File: src/rtl/down_timer.sv
// down_timer: loadable down-counting timer with one-shot and periodic modes.
// A terminal-count pulse is issued on the enabled cycle that finds the count
// at zero; the timer then stops in DONE or reloads and keeps running.
// All outputs come straight from registers.
module down_timer #(
    parameter int unsigned WIDTH = 4
) (
    input  logic             clk,
    input  logic             reset,
    input  logic             load,
    input  logic             start,
    input  logic             enable,
    input  logic             periodic,
    input  logic [WIDTH-1:0] data,
    output logic [WIDTH-1:0] count,
    output logic             tc,
    output logic             busy,
    output logic             done
);

    typedef enum logic [1:0] {
        IDLE = 2'b00,
        RUN  = 2'b01,
        DONE = 2'b10
    } state_e;

    state_e           state_q;
    logic [WIDTH-1:0] count_q;
    logic [WIDTH-1:0] reload_q;
    logic             tc_q;

    // State, count, reload and terminal pulse; priority is reset, load, start, enable.
    always_ff @(posedge clk) begin
        if (reset) begin
            state_q  <= IDLE;
            count_q  <= '0;
            reload_q <= '0;
            tc_q     <= 1'b0;
        end else begin
            tc_q <= 1'b0;
            if (load) begin
                count_q  <= data;
                reload_q <= data;
                state_q  <= start ? RUN : IDLE;
            end else begin
                case (state_q)
                    IDLE: begin
                        if (start) begin
                            state_q <= RUN;
                        end
                    end
                    DONE: begin
                        if (start) begin
                            state_q <= RUN;
                            count_q <= reload_q;
                        end
                    end
                    RUN: begin
                        if (enable) begin
                            if (count_q != '0) begin
                                count_q <= count_q - WIDTH'(1);
                            end else begin
                                // Zero is terminal, so the decrement never wraps.
                                tc_q <= 1'b1;
                                if (periodic) begin
                                    count_q <= reload_q;
                                end else begin
                                    state_q <= DONE;
                                end
                            end
                        end
                    end
                    default: begin
                        state_q <= IDLE;
                    end
                endcase
            end
        end
    end

    assign count = count_q;
    assign tc    = tc_q;
    assign busy  = (state_q == RUN);
    assign done  = (state_q == DONE);

endmodule

File: config.mk
export PLATFORM = sky130hd
export DESIGN_NAME = down_timer
export DESIGN_NICKNAME = d
export VERILOG_FILES = /design/src/rtl/down_timer.sv
export SDC_FILE = /design/constraint.sdc
export NUM_CORES = 1
export LEC_CHECK = 0
export ABC_AREA = 1
export CORE_ASPECT_RATIO = 1.25
export CORE_MARGIN = 2
export CORE_UTILIZATION = 30
export CTS_BUF_LIST = sky130_fd_sc_hd__clkbuf_2 sky130_fd_sc_hd__clkbuf_4 sky130_fd_sc_hd__clkbuf_8
export CTS_CLUSTER_DIAMETER = 120
export DETAILED_ROUTE_END_ITERATION = 10
export PLACE_DENSITY = 0.58
export SETUP_SLACK_MARGIN = 0.4
export SLEW_MARGIN = 10
export SYNTH_ARGS = -nofsm -noshare
export SYNTH_HDL_FRONTEND = slang
export SYNTH_SLANG_ARGS = --single-unit
File: constraint.sdc
create_clock -name clk -period 3.3 [get_ports clk]
set_input_delay 0.66 -clock clk [delete_from_list [all_inputs] [get_ports clk]]
set_output_delay 0.66 -clock clk [all_outputs]
set_load 0.01 [all_outputs]
==> metrics.txt, run 1 <==
Synth cell types 22; type of the worst min-delay path flop to flop; critical path class flop to output pin; worst reg2reg setup slack 1.85 ns; IO Port Bufs 16; mapped cell area 715.7 um^2; CTS clk-pin slew, worst paths approximately 0.080 ns; WHS Path Cells 2; Post-CTS Setup Bufs 0; Filler Cell Count 252; GRT busiest layer met2; grt ovf 0; Reg power frac approximately two fifths; hold_buf cts 0; Net Count, Synth 113; highest clock rate roughly 0.48 GHz; RSZ-0062 raised after global routing no; Sink Count 11; final antenna-violating net count 0; routed len/inst approximately 10 um; Yosys warnings 0; TritonCTS clock tree built; CP required around 2.6 ns; vias post-DR between 600 and 700; DPL Wire Length 1.253 mm; syn avg cell area 7.017 um^2; IO Pins 17; worst slew pin tran roughly 0.53 ns; M2 GR Usage 21.52%; CP endpoint kind output pin; WHS Endpoint reload_q[1]; Initial DRC Count 11; die height 58.61 um; total power 382.3 uW; synthesized flop and latch total 11; worst r2r src count[0]; Core Util, Final between 40% and 50%; RD Place Congestion 0.8225; Die ar. 2795 um^2; worst hold start reload_q[1]; residual DRC count 0; M1 GR Usage 16.73%; row cnt 19; final worst slack 1.198 ns; crit-path cells nand2_4 > inv_4 > clkdlybuf4s50_1; vias in the first global route 676; Clk pwr share 27.5%; fin crit period 2.102 ns; Core Box Area 2235 um^2; M3 GR Usage 2.761%; vias per inst 4.480; CP Data Arrival Time between 1 and 1.5 ns; Final Skew around 0.0013 ns; Post-Synthesis Cells roughly 100; max cap viols 0; # diodes 0; die width about 48 um; PostCTS Resize Cnt 0; switching pwr ~130 uW; final setup violation count 0; Worst path slowest cell clkdlybuf4s50_1; CTS max path bufs 2; Initial DRT Pass Iterations 4; critical path peak fanout 4; register area share after synthesis about 30%; status completed; Comb pwr share 32.9%; CP peak stage delay 0.54 ns; Num CTS Buffers 3; post-synth top area share 30.77%; PwrDens 409.6 nW/um^2; initial antenna violation count 0; fraction of layout cells with a size suffix above 1 16.53%; clk_lat worst skew about 0.27 ns; Switching Share 33.74%; worst reg2reg path depth 9; pre-CTS setup slack 1.127 ns; final max-slew violation count 0; nets@finish 133; relative slew slack 64.77%; all-layer global routing usage 13.93%; synth top area cells dfxtp_1 31%, nand2_1 13%, nor2_1 8.9%; Int Pwr 253.3 uW; worst vdd ir 0.2395 mV; crit path launch type flop; Final TNS setup 0 ns; P_leak 0.0004216 uW; largest area contributor in the netlist dfxtp_1; fin crit share 63.69%; Starting Density 32.03%; area growth from synthesis to final layout 30.42%; H-tree Lvls 1; worst r2r dst count[0]; Root Buffer clkbuf_4; largest net degree at the start of global routing 11; first-pass GRT wire length 2.780 mm; total wire length 1.541 mm; Final Hold Vio Count 0
[area by class of cell]
cell class              count  area (um^2)  share of cell area, %
inverters                  15        61.31                  6.568
flip-flops and latches     11        220.2                  23.59
clock buffers               4        30.03                  3.217
multi-input cells          75        422.9                  45.31
well taps                  31        38.79                  4.155
repair buffers             16        160.2                  17.16
[critical path: cells and delay by family, from the launching register on]
family	cells	cell delay, ns
and+or+nand+nor	1	0.12
DFF	1	0.41
buffers and inverters	2	0.65
[cells in the final DEF (no fill, tap or decap), drive strengths merged]
cell,synthesis,routed
o21ai,4,4
ha,1,1
nand3b,1,1
a21oi,7,7
nand4,3,3
nor3,2,2
nand3,6,6
clkdlybuf4s50,0,16
nor2,22,22
nand2,27,27
clkbuf,0,4
o21a,1,1
a31oi,1,1
inv,15,15
dfxtp,11,11
[power groups by stage]
stage,sequential (uW),clock (uW),combinational (uW)
after global routing,153,114,143
after detailed placement,155,0,127
after global placement,154,0,127
after floorplan,156,0,84.3
after CTS,152,107,127
final,151,105,126
[through the flow]
step           instances  area [um^2]  hold slack [ns]
2_1_floorplan        102        715.7           0.4329
4_1_cts              152        933.4           0.4663
6_report             152        933.4           0.4623
3_3_place_gp         148        903.4           0.4555
3_5_place_dp         148        903.4           0.4541
5_1_grt              152        933.4           0.4961
[kinds of logic after synthesis]
group	after synthesis	share of synthesized area (%)
AND/OR/NAND/NOR	61	47.73
buffers and inverters	16	10.14
AO/OA/AOI/OAI	13	9.615
flip-flops	11	30.77
adder cells (fa/ha/maj)	1	1.748
[cells in the mapped netlist]
master	n
a21oi_1	7
nor3_1	2
nand3_4	3
inv_2	2
ha_1	1
nand2_4	3
inv_4	2
buf_6	1
nand3b_1	1
o21a_1	1
nand3_2	1
nand3_1	2
nor2_1	17
inv_1	11
nand2_1	24
o21ai_1	1
nand4_1	3
dfxtp_1	11
o21ai_0	3
a31oi_1	1
nor2_8	1
nor2_2	4
[registers in the layout, indices dropped and copies added, names as in the netlist]
| name | flops |
|---|---|
| reload_q | 4 |
| count | 4 |
| tc | 1 |
| state_q | 2 |
[how the worst max path moves through the flow]
stage,start,endpoint,slack (ns),depth (start not counted)
after floorplan,load,count[0],1.88,7
after global placement,load,count[0],1.16,6
after detailed placement,load,count[2],1.13,6
after CTS,state_q[0],busy,1.19,3
after global routing,state_q[0],busy,1.13,3
final,state_q[0],busy,1.20,3
[metal layers]
metal	vias to the layer above	routed length, um
li1	363	-
met1	298	735
met2	16	699
met3	4	57
met4	0	48
met5	-	0
Power figures use the tool's default switching activity.
==> run 2, diff against run 1 <==
--- a/config.mk
+++ b/config.mk
@@ -12,7 +12,7 @@
 export CTS_BUF_LIST = sky130_fd_sc_hd__clkbuf_2 sky130_fd_sc_hd__clkbuf_4 sky130_fd_sc_hd__clkbuf_8
 export CTS_CLUSTER_DIAMETER = 120
 export DETAILED_ROUTE_END_ITERATION = 10
-export PLACE_DENSITY = 0.58
+export PLACE_DENSITY = 0.6
 export SETUP_SLACK_MARGIN = 0.4
 export SLEW_MARGIN = 10
 export SYNTH_ARGS = -nofsm -noshare
==> constraint.sdc (replaced) <==
create_clock -name clk -period 1.9 [get_ports clk]
set_input_delay 0.38 -clock clk [delete_from_list [all_inputs] [get_ports clk]]
set_output_delay 0.38 -clock clk [all_outputs]
set_load 0.01 [all_outputs]
==> metrics.txt, run 2 (synthesis results as in run 1) <==
relative slew slack 71.37% (+6.6 points); Core Box Area 2235 um^2 (unchanged); fin crit share between 70% and 80%; first-pass GRT wire length 2.704 mm (-2.7%); row cnt 19 (unchanged); area growth from synthesis to final layout 33.74%; Root Buffer clkbuf_4; Cells after DPL 151 (+2.0%); RSZ-0062 raised after global routing no; final antenna-violating net count 0 (unchanged); worst slew pin tran 0.4288 ns (-0.09794 ns); most frequent cells in the layout 24 x nand2_1, 16 x nor2_1, 10 x inv_1; vias per inst 4.523 (+0.94%); die width 47.69 um (unchanged); vias post-DR 701 (+2.9%); Int Pwr 436.9 uW (+72%); DPL Wire Length 1.252 mm (-0.14%); PwrDens 691.1 nW/um^2 (+69%); Num CTS Buffers 3 (unchanged); Final TNS setup 0 ns (unchanged); IO Pins 17 (unchanged); nets@finish 136 (+2.3%); Die ar. 2795 um^2 (unchanged); fraction of layout cells with a size suffix above 1 23.39% (+6.9 points); TritonCTS clock tree built; Core Util, Final 42.83% (+1.1 points); # diodes 0 (unchanged); initial antenna violation count 0 (unchanged); Sink Count 11 (unchanged); CP endpoint kind output pin; Clk pwr share 27.3% (-0.2 points); vias in the first global route 630 (-6.8%); Switching Share 33.95% (+0.21 points); largest net degree at the start of global routing 7 (-4); final setup violation count 0 (unchanged); commonest non-fill, non-tap cell in the layout nand2_1; worst vdd ir 0.3947 mV (+65%); crit path launch type flop; fin crit period 1.425 ns; Initial DRC Count 12 (+1); Initial DRT Pass Iterations 4 (unchanged); type of the worst min-delay path flop to flop; highest clock rate 0.7016 GHz; Final Skew 0.002022 ns (+0.0007360 ns); clk_lat worst skew 0.27 ns (about the same); grt ovf 0 (unchanged); P_leak 0.0004816 uW (+14%); status completed; final max-slew violation count 0 (unchanged); WHS 0.4610 ns (-0.001280 ns); CTS max path bufs 2 (unchanged); max cap viols 0 (unchanged); Comb pwr share 32.8% (about the same); IO Port Bufs 16 (unchanged); worst reg2reg setup slack 0.55 ns (-1.30 ns); Final Hold Vio Count 0 (unchanged); worst r2r src count[0]; critical path peak fanout 3 (-1); Reg power frac 39.9% (+0.3 points); Layout Cells excl Fill 155 (+2.0%); Setup crit start state_q[1]; residual DRC count 0 (unchanged); CP required 1.52 ns (-1.12 ns); CP Data Arrival Time 1.05 ns (-0.39 ns); routed len/inst 10.12 um (-0.15%); total power 661.5 uW (+73%); total wire length 1.569 mm (+1.8%); die height 58.61 um (unchanged); CTS clk-pin slew, worst paths 0.07 ns (about the same); critical path class flop to output pin; RD Place Congestion 0.7557 (-8.1%); H-tree Lvls 1 (unchanged); all-layer global routing usage 13.69% (-0.24 points); switching pwr 224.5 uW (+74%); Starting Density 32.03% (unchanged); worst hold start reload_q[0]
==> run 2: cell count changes in the layout (fill, tap and decap cells not counted), moves of 2 or more <==
| cell | before | now |
|---|---|---|
| buf_4 | 0 | 3 |
| dlygate4sd2_1 | 0 | 5 |
| dfxtp_1 | 11 | 9 |
| dfxtp_2 | 0 | 2 |
| dlymetal6s2s_1 | 0 | 2 |
| clkdlybuf4s50_1 | 16 | 8 |
==> run 2: final timing paths <==
check / endpoint / cells after the start
setup reg to reg: count[0] / 9
hold / removal: reload_q[0] / 2
hold reg to reg: reload_q[0] / 2
setup / recovery: done / 3
==> run 2: stage by stage <==
stage | instance area (um^2) | worst slack [ns]
global placement | 925.9 | 0.1357
floorplan | 715.7 | 0.5569
CTS | 950.9 | 0.3670
global route | 957.2 | 0.4075
detailed placement | 925.9 | 0.1343
finish | 957.2 | 0.4746
==> run 2: worst max-delay path: stages, from the launching register on <==
cell and delay [ns]:
dfxtp_1 0.36, inv_2 0.07, nor2_1 0.08, dlygate4sd2_1 0.27
==> run 2: metal layers <==
layer  vias up  track usage (%)  routed length [um]  share of wire [%]
met2        19            20.38                 771                 49
met4         0            9.266                  48                3.1
li1        369                -                   -                  -
met5         -                0                   0                  0
met1       308            17.67                 689                 44
met3         5            1.840                  60                3.8
==> run 2: area by class of cell <==
type	count	area, um^2
Fill cell	251	1277
Multi-Input combinational cell	75	427.9
Sequential cell	11	222.7
Timing Repair Buffer	19	176.4
Inverter	15	61.31
Tap cell	31	38.79
Clock buffer	4	30.03
==> run 2: power groups by stage <==
stage	clock network (uW)	registers, uW	logic [uW]
after floorplan	0	271	146
after global placement	0	268	223
after detailed placement	0	269	225
after CTS	187	264	217
after global routing	200	266	247
final	180	264	217
==> run 2: what timing repair did <==
| item | in CTS | in global routing |
|---|---|---|
| hold buffers | 0 | 0 |
| setup endpoints to repair | 6 | 7 |
| pin swaps | 0 | 0 |
| gates resized for setup | 8 | 7 |
| buffers inserted | 0 | 0 |
==> run 3, diff against run 2 <==
==> constraint.sdc (replaced) <==
create_clock -name clk -period 1.3 [get_ports clk]
set_input_delay 0.26 -clock clk [delete_from_list [all_inputs] [get_ports clk]]
set_output_delay 0.26 -clock clk [all_outputs]
set_load 0.01 [all_outputs]
==> metrics.txt, run 3 (synthesis results as in run 1) <==
crit-path cells buf_4 > buf_6 > nor2_1 > nand3_1 > a21oi_1 > nor2_1 > nor2_1 > nor2_1; WP buf/inv 2 (unchanged); die height 58.61 um (unchanged); TritonCTS clock tree built; Cells after DPL 161 (+6.6%); total wire length 1.841 mm (+17%); status completed; routed len/inst 10.58 um (+4.5%); die width 47.69 um (unchanged); Final Skew 0.007887 ns (+0.005865 ns); worst reg2reg path depth 8 (-1); Layout Cells excl Fill 174 (+12%); fin crit period 1.224 ns; max cap viols 0 (unchanged); final worst slack 0.07610 ns (-0.3985 ns); pre-CTS setup slack -0.2611 ns (-0.3954 ns); RSZ-0062 raised after global routing yes; largest net degree at the start of global routing 7 (unchanged); critical path class flop to flop; CP endpoint kind flop; IO Port Bufs 16 (unchanged); initial antenna violation count 0 (unchanged); Reg power frac 34.9% (-5.0 points); highest clock rate 0.8171 GHz; Initial DRT Pass Iterations 3 (-1); Num CTS Buffers 3 (unchanged); critical path peak fanout 2 (-1); P_leak 0.0005811 uW (+21%); final max-slew violation count 0 (unchanged); Core Box Area 2235 um^2 (unchanged); cell mode on critical path nor2_1; Root Buffer clkbuf_4; hold_buf cts 0 (unchanged); Die ar. 2795 um^2 (unchanged); vias per inst 4.494 (-0.63%); nets@finish 155 (+14%); CP delay by family, top simple AND/OR/NAND/NOR gates; CTS max path bufs 2 (unchanged); vias post-DR 782 (+12%); worst vdd ir 0.5381 mV (+36%); WHS 0.4467 ns (-0.01436 ns); fin crit share 94.15%; Switching Share 33.04% (-0.91 points); fraction of layout cells with a size suffix above 1 44.76% (+21 points); type of the worst min-delay path primary input to flop; first-pass GRT wire length 3.146 mm (+16%); Worst path slowest cell dfxtp_2; Starting Density 32.03% (unchanged); Int Pwr 747.2 uW (+71%); all-layer global routing usage 15.61% (+1.9 points); worst reg2reg setup slack 0.08 ns (-0.47 ns); commonest non-fill, non-tap cell in the layout nand2_1; WP depth 8 (+5); WHS Path Cells 5 (+3); row cnt 19 (unchanged); final setup violation count 0 (unchanged); IO Pins 17 (unchanged); switching pwr 368.6 uW (+64%); RD Place Congestion 0.8516 (+13%); Initial DRC Count 18 (+6); CP peak stage delay 0.33 ns (-0.03 ns); most frequent cells in the layout 23 x nand2_1, 16 x nor2_1, 16 x buf_4; Final Hold Vio Count 0 (unchanged); Comb pwr share 41.5% (+8.7 points); # diodes 0 (unchanged); H-tree Lvls 1 (unchanged); vias in the first global route 804 (+28%); area growth from synthesis to final layout 68.36%; CP Data Arrival Time 1.40 ns (+0.35 ns); CTS clk-pin slew, worst paths 0.08 ns (about the same); crit path launch type flop; residual DRC count 0 (unchanged); DPL Wire Length 1.404 mm (+12%); final antenna-violating net count 0 (unchanged); Clk pwr share 23.6% (-3.7 points); CP required 1.47 ns (-0.05 ns); Filler Cell Count 219 (-13%); clk_lat worst skew 0.27 ns (about the same); PwrDens 926.1 nW/um^2 (+34%); relative slew slack 88.57% (+17 points); worst slew pin tran 0.1701 ns (-0.2587 ns); Sink Count 11 (unchanged); grt ovf 0 (unchanged)
## run 3: worst paths after layout
path,start,endpoint
min reg2reg,reload_q[1],reload_q[1]
max reg2reg,count[1],count[3]
min,load,reload_q[3]
max,count[1],count[3]
## run 3: repair_timing
item                                    CTS  global route
pin swaps                                 7             1
gates cloned                              1             0
setup buffers                             5             3
resized for setup                        43             5
endpoints found under the setup margin   18            16
## run 3: through the flow
step | total power [uW] | area (um^2) | utilization [%] | TNS (ns)
2_1_floorplan | 641.2 | 747.0 | - | 0
3_3_place_gp | 791.3 | 1057 | 47.31 | -1.050
3_5_place_dp | 796.9 | 1057 | 47.31 | -1.227
4_1_cts | 1105 | 1170 | 52.35 | 0
5_1_grt | 1177 | 1205 | 53.92 | 0
6_report | 1116 | 1205 | 53.92 | 0
## run 3: cell type report
class | count | area, um^2 | share of cell area (%)
clock buffers | 4 | 30.03 | 2.492
inverters | 15 | 63.81 | 5.296
multi-input cells | 75 | 459.2 | 38.11
flip-flops and latches | 11 | 229.0 | 19.00
well taps | 31 | 38.79 | 3.219
repair buffers | 38 | 384.1 | 31.88
## run 3: power by group through the flow
stage / Sequential, uW / Combinational, uW / Clock, uW
finish: 389 / 463 / 264
detailed placement: 393 / 404 / 0
CTS: 389 / 445 / 270
global placement: 392 / 400 / 0
floorplan: 401 / 240 / 0
global route: 392 / 507 / 278
## run 3: routing by layer
layer / up-vias / global-route usage [%] / routed length, um
li1: 407 / - / -
met1: 355 / 15.47 / 712
met2: 15 / 29.90 / 1034
met3: 5 / 1.840 / 49
met4: 0 / 6.950 / 44
met5: - / 0 / 0
## run 3: tightest hold or removal path, cell delays in order
cell,delay [ns]
clkbuf_2,0.12
buf_12,0.13
nor2_1,0.06
inv_1,0.05
a21oi_1,0.05
